File: config.mk
export PLATFORM = sky130hd
export DESIGN_NAME = axi_wmst_burst
export DESIGN_NICKNAME = d
export VERILOG_FILES = /design/src/rtl/acc_axi_pkg.sv /design/src/rtl/axi_wmst_burst.sv
export SDC_FILE = /design/constraint.sdc
export NUM_CORES = 1
export LEC_CHECK = 0
export CORE_AREA = 2 2 508 510
export CTS_CLUSTER_DIAMETER = 120
export DETAILED_ROUTE_END_ITERATION = 7
export DIE_AREA = 0 0 510 512
export GPL_TIMING_DRIVEN = 0
export HOLD_SLACK_MARGIN = 0.05
export PLACE_DENSITY_LB_ADDON = 0.12
export SLEW_MARGIN = 25
export SYNTH_ARGS = -nofsm -noshare
export SYNTH_HDL_FRONTEND = slang
export SYNTH_SLANG_ARGS = --single-unit
File: constraint.sdc
create_clock -name clk -period 5.64 [get_ports clk]
set_clock_uncertainty 0.1 [all_clocks]
set_input_delay 0.564 -clock clk [delete_from_list [all_inputs] [get_ports clk]]
set_output_delay 0.564 -clock clk [all_outputs]
set_load 0.03 [all_outputs]
File: src/rtl/acc_axi_pkg.sv
// Shared AXI write-master definitions: FSM state encoding and AXI/page constants.
package acc_axi_pkg;

  typedef enum logic [2:0] {
    ST_IDLE = 3'd0,
    ST_AW   = 3'd1,
    ST_W    = 3'd2,
    ST_B    = 3'd3,
    ST_DONE = 3'd4
  } wmst_state_e;

  localparam logic [2:0] AXI_SIZE_64B   = 3'd6;
  localparam logic [1:0] AXI_BURST_INCR = 2'b01;
  localparam logic [1:0] AXI_RESP_OKAY  = 2'b00;
  localparam int         PAGE_BYTES     = 4096;
  localparam int         BEAT_BYTES     = 64;

endpackage

File: src/rtl/axi_wmst_burst.sv
// AXI4 write-master: turns one (address, byte size) request into a sequence of
// INCR bursts that never cross a 4 KB page nor exceed MAX_BURST_LEN beats,
// streaming 512-bit words from the flattener straight onto the W channel.
//
// Handshake semantics: every channel transfers on a clock edge where both
// valid and ready are high. The stream side (s_tvalid/s_tready) is tied to the
// W channel only in the W state, so a stream word is consumed exactly when a
// W beat is accepted. Only one burst is in flight: AW, then all its W beats,
// then its B response, before the next AW is issued.
module axi_wmst_burst
  import acc_axi_pkg::*;
#(
  parameter int ADDR_W        = 64,
  parameter int DATA_W        = 512,
  parameter int MAX_BURST_LEN = 64
) (
  input  logic                clk,
  input  logic                rst_n,
  // request / status
  input  logic                wmst_req,
  input  logic [ADDR_W-1:0]   wmst_addr,
  input  logic [ADDR_W-1:0]   wmst_xfer_size,
  output logic                wmst_done,
  output logic                wmst_busy,
  output logic                wmst_err,
  // stream from flattener
  input  logic [DATA_W-1:0]   s_tdata,
  input  logic                s_tvalid,
  output logic                s_tready,
  // AXI AW
  output logic                m_axi_awvalid,
  input  logic                m_axi_awready,
  output logic [ADDR_W-1:0]   m_axi_awaddr,
  output logic [7:0]          m_axi_awlen,
  output logic [2:0]          m_axi_awsize,
  output logic [1:0]          m_axi_awburst,
  // AXI W
  output logic                m_axi_wvalid,
  input  logic                m_axi_wready,
  output logic [DATA_W-1:0]   m_axi_wdata,
  output logic [DATA_W/8-1:0] m_axi_wstrb,
  output logic                m_axi_wlast,
  // AXI B
  input  logic                m_axi_bvalid,
  output logic                m_axi_bready,
  input  logic [1:0]          m_axi_bresp,
  // debug: current FSM state
  output wmst_state_e         dbg_state_o
);

  localparam int         PAGE_BEATS = PAGE_BYTES / BEAT_BYTES;
  localparam logic [8:0] MAX_LEN_C  = 9'(MAX_BURST_LEN);
  localparam logic [8:0] PAGE_LEN_C = 9'(PAGE_BEATS);

  wmst_state_e         state_q, state_d;
  logic [ADDR_W-1:0]   addr_q, addr_d;
  logic [ADDR_W-1:0]   remain_q, remain_d;
  logic [8:0]          burst_q, burst_d;
  logic [7:0]          awlen_q, awlen_d;
  logic [7:0]          beat_q, beat_d;
  logic                err_q, err_d;
  logic                load_burst;
  logic [ADDR_W-1:0]   req_beats;
  logic                w_hs;

  // Low address bits are discarded: transfers are always beat-aligned.
  logic unused_addr_lsb;
  assign unused_addr_lsb = ^wmst_addr[5:0];

  // Beats left before the current 4 KB page ends, capped by MAX_BURST_LEN and
  // by what remains of the transfer.
  function automatic logic [8:0] calc_burst(input logic [ADDR_W-1:0] remain,
                                            input logic [5:0]        page_beat);
    logic [8:0] room;
    logic [8:0] lim;
    room = PAGE_LEN_C - {3'b000, page_beat};
    lim  = MAX_LEN_C;
    if (room < lim) lim = room;
    if (remain < {{(ADDR_W-9){1'b0}}, lim}) lim = remain[8:0];
    return lim;
  endfunction

  // ceil(size / 64) without risking overflow of size + 63.
  assign req_beats = {6'b000000, wmst_xfer_size[ADDR_W-1:6]}
                   + {{(ADDR_W-1){1'b0}}, |wmst_xfer_size[5:0]};

  assign w_hs = (state_q == ST_W) && s_tvalid && m_axi_wready;

  // Next-state logic: request capture, burst sequencing and bookkeeping.
  always_comb begin
    state_d    = state_q;
    addr_d     = addr_q;
    remain_d   = remain_q;
    burst_d    = burst_q;
    awlen_d    = awlen_q;
    beat_d     = beat_q;
    err_d      = err_q;
    load_burst = 1'b0;
    case (state_q)
      ST_IDLE: begin
        if (wmst_req) begin
          addr_d   = {wmst_addr[ADDR_W-1:6], 6'b000000};
          remain_d = req_beats;
          err_d    = 1'b0;
          if (req_beats == '0) begin
            state_d = ST_DONE;
          end else begin
            state_d    = ST_AW;
            load_burst = 1'b1;
          end
        end
      end
      ST_AW: begin
        if (m_axi_awready) begin
          state_d = ST_W;
          beat_d  = 8'd0;
        end
      end
      ST_W: begin
        if (w_hs) begin
          if (beat_q == awlen_q) begin
            state_d = ST_B;
            beat_d  = 8'd0;
          end else begin
            beat_d = beat_q + 8'd1;
          end
        end
      end
      ST_B: begin
        if (m_axi_bvalid) begin
          if (m_axi_bresp != AXI_RESP_OKAY) err_d = 1'b1;
          remain_d = remain_q - {{(ADDR_W-9){1'b0}}, burst_q};
          addr_d   = addr_q + {{(ADDR_W-15){1'b0}}, burst_q, 6'b000000};
          if (remain_d == '0) begin
            state_d = ST_DONE;
          end else begin
            state_d    = ST_AW;
            load_burst = 1'b1;
          end
        end
      end
      ST_DONE: begin
        state_d = ST_IDLE;
      end
      default: begin
        state_d = ST_IDLE;
      end
    endcase
    // Burst length is fixed on entry to AW so awaddr/awlen stay stable.
    if (load_burst) begin
      burst_d = calc_burst(remain_d, addr_d[11:6]);
      awlen_d = 8'(burst_d - 9'd1);
    end
  end

  // State and datapath registers; asynchronous reset abandons any transfer.
  always_ff @(posedge clk or negedge rst_n) begin
    if (!rst_n) begin
      state_q  <= ST_IDLE;
      addr_q   <= '0;
      remain_q <= '0;
      burst_q  <= '0;
      awlen_q  <= '0;
      beat_q   <= '0;
      err_q    <= 1'b0;
    end else begin
      state_q  <= state_d;
      addr_q   <= addr_d;
      remain_q <= remain_d;
      burst_q  <= burst_d;
      awlen_q  <= awlen_d;
      beat_q   <= beat_d;
      err_q    <= err_d;
    end
  end

  assign m_axi_awvalid = (state_q == ST_AW);
  assign m_axi_awaddr  = addr_q;
  assign m_axi_awlen   = awlen_q;
  assign m_axi_awsize  = AXI_SIZE_64B;
  assign m_axi_awburst = AXI_BURST_INCR;

  assign m_axi_wvalid  = (state_q == ST_W) && s_tvalid;
  assign s_tready      = (state_q == ST_W) && m_axi_wready;
  assign m_axi_wdata   = s_tdata;
  assign m_axi_wstrb   = '1;
  assign m_axi_wlast   = (state_q == ST_W) && (beat_q == awlen_q);

  assign m_axi_bready  = (state_q == ST_B);

  assign wmst_done     = (state_q == ST_DONE);
  assign wmst_busy     = (state_q != ST_IDLE);
  assign wmst_err      = err_q;
  assign dbg_state_o   = state_q;

endmodule

# Word-level counts from Yosys, hierarchy flattened
# Cells that the tools add are included.
[word_totals] reg_bits=157 latch_bits=0 ramBits=0 romBits=0 input_bits=649 output_inout_bits=664 wordCells=74 n_memories=0
[classes] add_sub_neg=6 multipliers=0 div=0 order_cmp=2 n_eq_ne=11 shifts=0 muxes=31 bitwise=0 n_reduce_logical=16
[ops] op="$mux W64" count=4
[ops] op="$pmux W64 S2" count=2
[ops] op="$logic_not A64 Y1" count=2
[ops] op="$add A64 B15 Y64" count=1
[ops] op="$lt A64 B9 Y1" count=1
[ops] op="$sub A64 B9 Y64" count=1
[ops] op="$add A58 B1 Y59" count=1
[ops] op="$mux W9" count=4
[ops] op="$mux W8" count=3
[ops] op="$mux W3" count=7
[ops] op="$pmux W8 S2" count=1
[ops] op="$pmux W3 S4" count=1
[ops] op="$lt A9 B7 Y1 const B" count=1
[ops] op="$add A8 B1 Y8 const B" count=1
[ops] op="$eq A8 B8 Y1" count=1
[ops] op="$sub A7 B6 Y8 const A" count=1
[ops] op="$sub A8 B1 Y8 const B" count=1
[ops] op="$mux W1" count=7
[ops] op="$eq A3 B2 Y1 const B" count=2
[ops] op="$ne A2 B1 Y1 const B" count=3
[ops] op="$ne A2 B2 Y1 const B" count=3
[ops] op="$reduce_and A3 Y1" count=2
[ops] op="$reduce_bool A2 Y1" count=3
[ops] op="$reduce_or A6 Y1" count=1
[ops] op="other kinds (8)" count=12

# Depth between registers and ports, before layout
# Gate-level depths: netlist of run 1.
[logic_depth] word_depth=11 depth_mapped=32 mapped_depth_nobuf=29

# Least setup slack after synthesis of run 1
# OpenSTA, ideal clock, no wires.
[synth_path] path_kind="reg-to-reg" from="reg state_q[2] (netlist: dbg_state_o[2])" to="reg awlen_q[6] (netlist: m_axi_awlen[6])" arrival_time_ns=6.061 required_time_ns=5.415 slack_ns=-0.645 path_stages_with_launch=27 cell_sequence="dfrtp_1 -> clkbuf_1 -> nand4b_1 -> clkbuf_1 -> clkbuf_1 -> clkbuf_1 -> nor2_1 -> a221oi_1 -> ha_1 -> o311ai_0 -> nor4_1 -> inv_1 -> ha_1 -> and3_1 -> and4_1 -> a2111oi_0 -> and4bb_1 -> nand4_2 -> buf_2 -> a31oi_1 -> ha_1 -> and3_1 -> nand3_1 -> xnor2_1 -> nor2_1 -> a21oi_1 -> mux2_2"
[synth_via] elab_chain_len=10 word_cells_on_any_way=13 classes_between="2 x add/sub; 2 x order compare; 1 x eq/ne; 7 x mux; 1 x reduce/logical"
[synth_rtl] element="from (decl)" line="axi_wmst_burst.sv:55" rtl="wmst_state_e state_q, state_d;"
[synth_rtl] element="from (signal assigned)" line="axi_wmst_burst.sv:167" rtl="state_q <= state_d;"
[synth_rtl] element="$eq A3 B2 Y1 / $logic_not A3 Y1 (equally long branches)" line="axi_wmst_burst.sv:99" rtl="case (state_q)"
[synth_rtl] element="$pmux W64 S2" line="axi_wmst_burst.sv:99"
[synth_rtl] element="$sub A7 B6 Y8" line="axi_wmst_burst.sv:76" rtl="room = PAGE_LEN_C - {3'b000, page_beat};"
[synth_rtl] element="$lt A9 B7 Y1" line="axi_wmst_burst.sv:78" rtl="if (room < lim) lim = room;"
[synth_rtl] element="$mux W9" line="axi_wmst_burst.sv:78"
[synth_rtl] element="$mux W9" line="axi_wmst_burst.sv:150" rtl="if (load_burst) begin"
[synth_rtl] element="$lt A64 B9 Y1" line="axi_wmst_burst.sv:79" rtl="if (remain < {{(ADDR_W-9){1'b0}}, lim}) lim = remain[8:0];"
[synth_rtl] element="$mux W9" line="axi_wmst_burst.sv:79"
[synth_rtl] element="$mux W9" line="axi_wmst_burst.sv:150"
[synth_rtl] element="$sub A8 B1 Y8" line="axi_wmst_burst.sv:152" rtl="awlen_d = 8'(burst_d - 9'd1);"
[synth_rtl] element="to (signal assigned)" line="axi_wmst_burst.sv:171" rtl="awlen_q <= awlen_d;"
[synth_rtl] element="to (decl)" line="axi_wmst_burst.sv:59" rtl="logic [7:0] awlen_q, awlen_d;"
# Several ways; a longest one is shown, not always the timed one. The select of a mux whose other input is x is not followed.
# A chain may end at the register's enable or synchronous reset.

# Worst setup path after layout of run 1
[layout_path] from="reg state_q[1] (netlist: dbg_state_o[1])" to="reg awlen_q[6] (netlist: m_axi_awlen[6])"
# Same word-level chain as after synthesis.

==> results of run 1 <==
-- metal layers --
layer,vias to the layer above,global-route usage [%],wire length [um]
met5,-,0,0
met4,0,2.024,2818
met3,149,1.942,7779
met2,1061,20.03,75980
met1,9496,11.00,51950
li1,9063,-,-
-- flip-flops by register name, summed over array words and instances, names as in the netlist --
register and count:
dbg_state_o 3, wmst_err 1, remain_q 64, m_axi_awlen 8, burst_q 9, m_axi_awaddr 58, beat_q 8
-- path summary, 6_finish.rpt --
| check | start | endpoint | slack (ns) | cells after the start |
|---|---|---|---|---|
| max in group asynchronous | rst_n | dbg_state_o[2]$_DFFE_PN0P_ | 3.73 | 4 |
| worst max register to register | dbg_state_o[1]$_DFFE_PN0P_ | m_axi_awlen[6]$_DFFE_PN0P_ | -0.12 | 28 |
| worst min register to register | wmst_err$_DFFE_PN0P_ | wmst_err$_DFFE_PN0P_ | 0.43 | 2 |
| min in group asynchronous | rst_n | m_axi_awaddr[26]$_DFFE_PN0P_ | 0.47 | 2 |
| worst max-delay path | dbg_state_o[1]$_DFFE_PN0P_ | m_axi_awlen[6]$_DFFE_PN0P_ | -0.12 | 28 |
| worst min-delay path | wmst_err$_DFFE_PN0P_ | wmst_err$_DFFE_PN0P_ | 0.43 | 2 |
-- synth_stat cells, drive strengths merged, types with 14 or more instances --
library cell,n
buf,621
nand2,176
dfrtp,151
nor2,112
o21ai,99
nand3,91
nor4,83
nor3,75
xnor2,72
a21oi,67
clkbuf,66
inv,61
xor2,61
nand4,50
and3,39
or3,30
ha,29
or4,24
a21o,22
a22oi,21
a31oi,20
and2,20
o211ai,19
mux2i,16
o311ai,15
a221o,14
-- repair_timing --
item	in CTS	in global routing
gates resized for setup	133	15
setup buffers	42	4
pin swaps	29	17
cloned	0	0
hold buffers	1	0
endpoints found under the setup margin	19	14
hold endpoints to repair	38	0
-- through the flow --
step                      setup WS (ns)  TNS, ns  power (W)  cells  utilization (%)
final                           -0.1246  -0.1926    0.01194   6506            12.18
after detailed placement         -3.227   -40.88    0.01003   6425            11.51
after CTS                       -0.2037  -0.3995    0.01211   6496            12.13
after floorplan                 0.01496        0   0.006428   2321                -
after global placement           -5.989  -928.42    0.01004   6416            11.43
after global routing            -0.3576   -1.107    0.01280   6503            12.17
-- tightest hold or removal path, stage by stage (launching register included) --
cell and delay [ns]:
dfrtp_1 0.36, a21oi_1 0.04, nor2_1 0.09
-- logic make-up after synthesis --
logic type	after synthesis	synth area share [%]
xor gates and xnor gates	133	6.645
adders and majority gates	31	2.298
DFF	151	21.55
other	2	0.04284
buffers and inverters	748	28.84
AOI/OAI and AO/OA	379	14.89
and+or+nand+nor	777	24.11
muxes	27	1.620
-- layout make-up --
| type | count | share of cell area [%] |
|---|---|---|
| buffer | 683 | 16.25 |
| clock buffer | 20 | 1.466 |
| clock inverter | 12 | 0.4379 |
| sequential | 151 | 12.15 |
| multi-input combinational | 1422 | 30.69 |
| timing repair buffer | 767 | 24.62 |
| tap | 3384 | 13.60 |
| antenna | 6 | 0.04821 |
| inverter | 61 | 0.7352 |
-- where the power goes --
group / total [W] / internal [W] / switching, W
Combinational: 0.00840 / 0.00319 / 0.00521
Sequential: 0.00219 / 0.00154 / 0.000646
Clock: 0.00135 / 0.000650 / 0.000699
==> flow_summary.toml, run 1 <==
[logic_synthesis]
synthCells = 2248
async_flop_share_pct = 100.0
synth_area_leaders = "buf_4 (25%), dfrtp_1 (22%), nand2_1 (3.8%)"
synth.top_cell.area_share_pct = 25.22
syn_avg_cell_area_sq_um = 7.798
synth_area_sq_um = 17530
synth_ff_type = "dfrtp_1"
synth.distinct_cells = 94
synth_top_area_cell = "buf_4"
ys_warn_count = 0
synth_enable_flop_cells = 0
yosysSeqAreaShare_pct = 21.55
synth_seq_cells = 151

[final_layout]
mostFrequentLayoutCell = "clkdlybuf4s50_1"
area_growth_syn_to_layout_pct = 77.65
fill_cells = 29410
final_cell_mix = "clkdlybuf4s50_1 (708), buf_4 (634), nand2_1 (172)"
finish.instance_area_sq_um = 31140
seqCellArea_sq_um = 3784
drive_above_1_share_pct = 27.28
multi_input_area_sq_um = 9558
nets = 3783

[placement]
portBuffers = 711
gp_congestion = 0.7759
place_area_sq_um = 29440
dp_hpwl_um = 118100

[timing]
whs_ns = 0.4288
finalMaxSlewViolations = 0
setup_violations = 2
hold_viol = 0
fin_crit_ns = 5.765
rsz0062_at_grt = "yes"
relSlewSlack_pct = 25.13
timing.final.crit_share_pct = 102.2
max_freq_ghz = 0.1735
finalWorstSetupSlack_ns = -0.1246
worstMarginPinSlew_ns = 1.113

[pwr]
vdd_drop_max_mv = 0.2418
leakagePower_nw = 11.89
p_per_area_nw_per_um2 = 383.3

[die]
die_x_um = 510
io_pins = 1313
rows = 186
core_area_sq_um = 255800
initial_core_util_pct = 6.854
die-area_sq_um = 261100
fp.dieH_um = 512

[critical_path]
worstSetupEndpointType = "flop"
crit_fanout = 4
cp_slowest_stage_delay_ns = 0.44
slowest_stage = "dfrtp_2"
cp_num_buf_inv = 5
critPathRequiredTime_ns = 5.96
worstSetupPathType = "reg -> reg"
arrival_ns = 6.09
critical_path.top_delay_family = "simple AND/OR/NAND/NOR gates"
crit_path_start_kind = "flop"

[routing]
drc = 0
ant_nets = 0
drtIter0Drc = 887
via_count = 19770
via_per_inst = 3.039
drt-total-wl_um = 138500
dr.pass1.iters = 5
post_drt_wl_per_cell_um = 21.29

[global_route]
grt_start_max_net_pins = 65
antenna_found_initial = 61
grt_pass1_vias = 20080
grt_pass1_wl_um = 180700
grt.overflow.total = 0
track_usage_pct = 10.16

[clocking]
cts_tree = "yes"
cts_buffer_depth = 2
h-tree-depth = 4
cts.sinks = 151
cts_root_buf = "clkbuf_16"
cts.clk_slew.worst_paths_ns = 0.10
clkLatencyLatePin_ns = 0.55
cts_made_buffers = 17

[flow_run]
maxCapViolCount = 0

[hold_path]
worstHoldPathType = "reg -> reg"

[run_status]
violations = "negative setup slack"
status = "complete, but fails checks"
Power figures use the tool's default switching activity.
==> run 2, diff against run 1 <==
- CORE_AREA: 2 2 508 510 -> 4 4 510 512
- DIE_AREA: 0 0 510 512 -> 0 0 514 516
==> flow_summary.toml, run 2 (same netlist as run 1, synthesis figures left out) <==
[pwr]
vdd_drop_max_mv = 0.1853
p_per_area_nw_per_um2 = 387.9
leakagePower_nw = 12.03

[final_layout]
top_register = "remain_q"
fill_cells = 29440
multi_input_area_sq_um = 9627
largest_reg_flops = 64
mostFrequentLayoutCell = "clkdlybuf4s50_1"
seqCellArea_sq_um = 3787
area_growth_syn_to_layout_pct = 79.12
drive_above_1_share_pct = 27.78
final_cell_mix = "clkdlybuf4s50_1 (708), buf_4 (646), nand2_1 (171)"
nets = 3796
fin_cells = 6516

[clocking]
h-tree-depth = 4
cts_root_buf = "clkbuf_16"
cts.clk_slew.worst_paths_ns = 0.09
clkLatencyLatePin_ns = 0.55
cts_tree = "yes"
cts.sinks = 151
cts_buffer_depth = 2
cts_made_buffers = 17

[global_route]
antenna_found_initial = 60
grt.overflow.total = 0
track_usage_pct = 10.13
grt_pass1_vias = 20440
grt_start_max_net_pins = 56
grt_pass1_wl_um = 183400

[die]
die-area_sq_um = 265200
io_pins = 1313
initial_core_util_pct = 6.854
fp.dieH_um = 516
die_x_um = 514
core_area_sq_um = 255800
rows = 186

[timing]
finalWorstSetupSlack_ns = -0.2298
worstMarginPinSlew_ns = 1.131
finalMaxSlewViolations = 0
hold_viol = 0
setup_violations = 3
fin_crit_ns = 5.870
rsz0062_at_grt = "yes"
max_freq_ghz = 0.1704
timing.final.crit_share_pct = 104.1
relSlewSlack_pct = 24.58

[critical_path]
critPathRequiredTime_ns = 5.96
crit_fanout = 6
reg2reg_from = "dbg_state_o[1]$_DFFE_PN0P_"
crit_start = "dbg_state_o[1]$_DFFE_PN0P_"
cp_slowest_stage_delay_ns = 0.44
arrival_ns = 6.19
worstSetupEndpointType = "flop"
cpMostUsedCell = "ha_4"
worstSetupPathType = "reg -> reg"
slowest_stage = "dfrtp_2"
crit_path_start_kind = "flop"

[hold_path]
min-delay-start = "wmst_err$_DFFE_PN0P_"
worstHoldPathType = "reg -> reg"

[routing]
drc = 0
drt-total-wl_um = 141900
via_per_inst = 3.049
drtIter0Drc = 1108
dr.pass1.iters = 7
via_count = 19870
ant_nets = 0
post_drt_wl_per_cell_um = 21.77

[placement]
dp_slack_ns = -3.242
gp_congestion = 0.8271
dp_hpwl_um = 120900
portBuffers = 711
dp_cells = 6425

[flow_run]
maxCapViolCount = 0

[run_status]
status = "complete, but fails checks"
violations = "negative setup slack"
==> run 2: cell types whose count changed in the layout (fill, tap and decap cells not counted), moves of 3 or more <==
cell,change
nor4_4,+4
dfrtp_1,-3
buf_4,+12
dfrtp_2,+3
inv_6,-3
nor4_2,-5
clkbuf_8,-3
==> run 2: layout make-up <==
cell class,count,area share [%]
well taps,3384,13.48
diodes,4,0.03188
flip-flops and latches,151,12.06
clock buffers,19,1.411
multi-input cells,1422,30.66
repair buffers,779,24.88
inverters,61,0.7372
clock inverters,12,0.5340
plain buffers,684,16.21
==> run 2: final timing paths <==
path / slack (ns) / endpoint / cells past startpoint
min reg2reg: 0.42 / wmst_err$_DFFE_PN0P_ / 2
min: 0.42 / wmst_err$_DFFE_PN0P_ / 2
max in group asynchronous: 3.77 / remain_q[40]$_DFF_PN0_ / 4
max reg2reg: -0.23 / m_axi_awlen[6]$_DFFE_PN0P_ / 31
max: -0.23 / m_axi_awlen[6]$_DFFE_PN0P_ / 31
min in group asynchronous: 0.48 / m_axi_awaddr[26]$_DFFE_PN0P_ / 2
==> run 2: power by group <==
part | switching [W] | leakage, nW | internal [W]
Clock | 0.000670 | 0.299 | 0.000716
Combinational | 0.00533 | 9.84 | 0.00328
Sequential | 0.000638 | 1.90 | 0.00154
Total | 0.00664 | 12.0 | 0.00554
==> run 2: repair_timing <==
item,in CTS,in global routing
endpoints found under the setup margin,20,13
pin swaps,28,20
hold buffers,1,0
setup buffers,41,16
cloned,0,1
gates resized for setup,134,39
endpoints found under the hold margin,42,0
==> run 2: routing by layer <==
layer	vias up	wire length [um]	part of all wire, %	global-route usage [%]
met4	2	2809	2.0	2.343
met1	9570	51240	36	10.57
met5	-	7	0.0049	0
li1	9078	-	-	-
met3	133	9799	6.9	2.623
met2	1083	78010	55	19.99
==> run 2: worst max-delay path: cells and delay by family, from the launching register on <==
kind / cells / cell delay (ns)
AO/OA/AOI/OAI: 9 / 1.24
XOR/XNOR: 1 / 0.13
buffers and inverters: 6 / 0.81
adder cells (fa/ha/maj): 3 / 0.59
AND/OR/NAND/NOR: 11 / 2.16
flip-flops: 1 / 0.44
multiplexers: 1 / 0.26
==> run 2: through the flow <==
stage | util [%] | setup TNS, ns | cell area [sq um] | total power [W] | hold WS (ns)
after global routing | 12.28 | -1.130 | 31400 | 0.01306 | 0.4557
after floorplan | - | 0 | 17880 | 0.006428 | 0.1684
after detailed placement | 11.52 | -40.59 | 29450 | 0.01006 | 0.4095
after CTS | 12.15 | -0.4529 | 31070 | 0.01221 | 0.4329
after global placement | 11.43 | -933.01 | 29230 | 0.01007 | 0.3975
final | 12.28 | -0.4928 | 31400 | 0.01218 | 0.4185
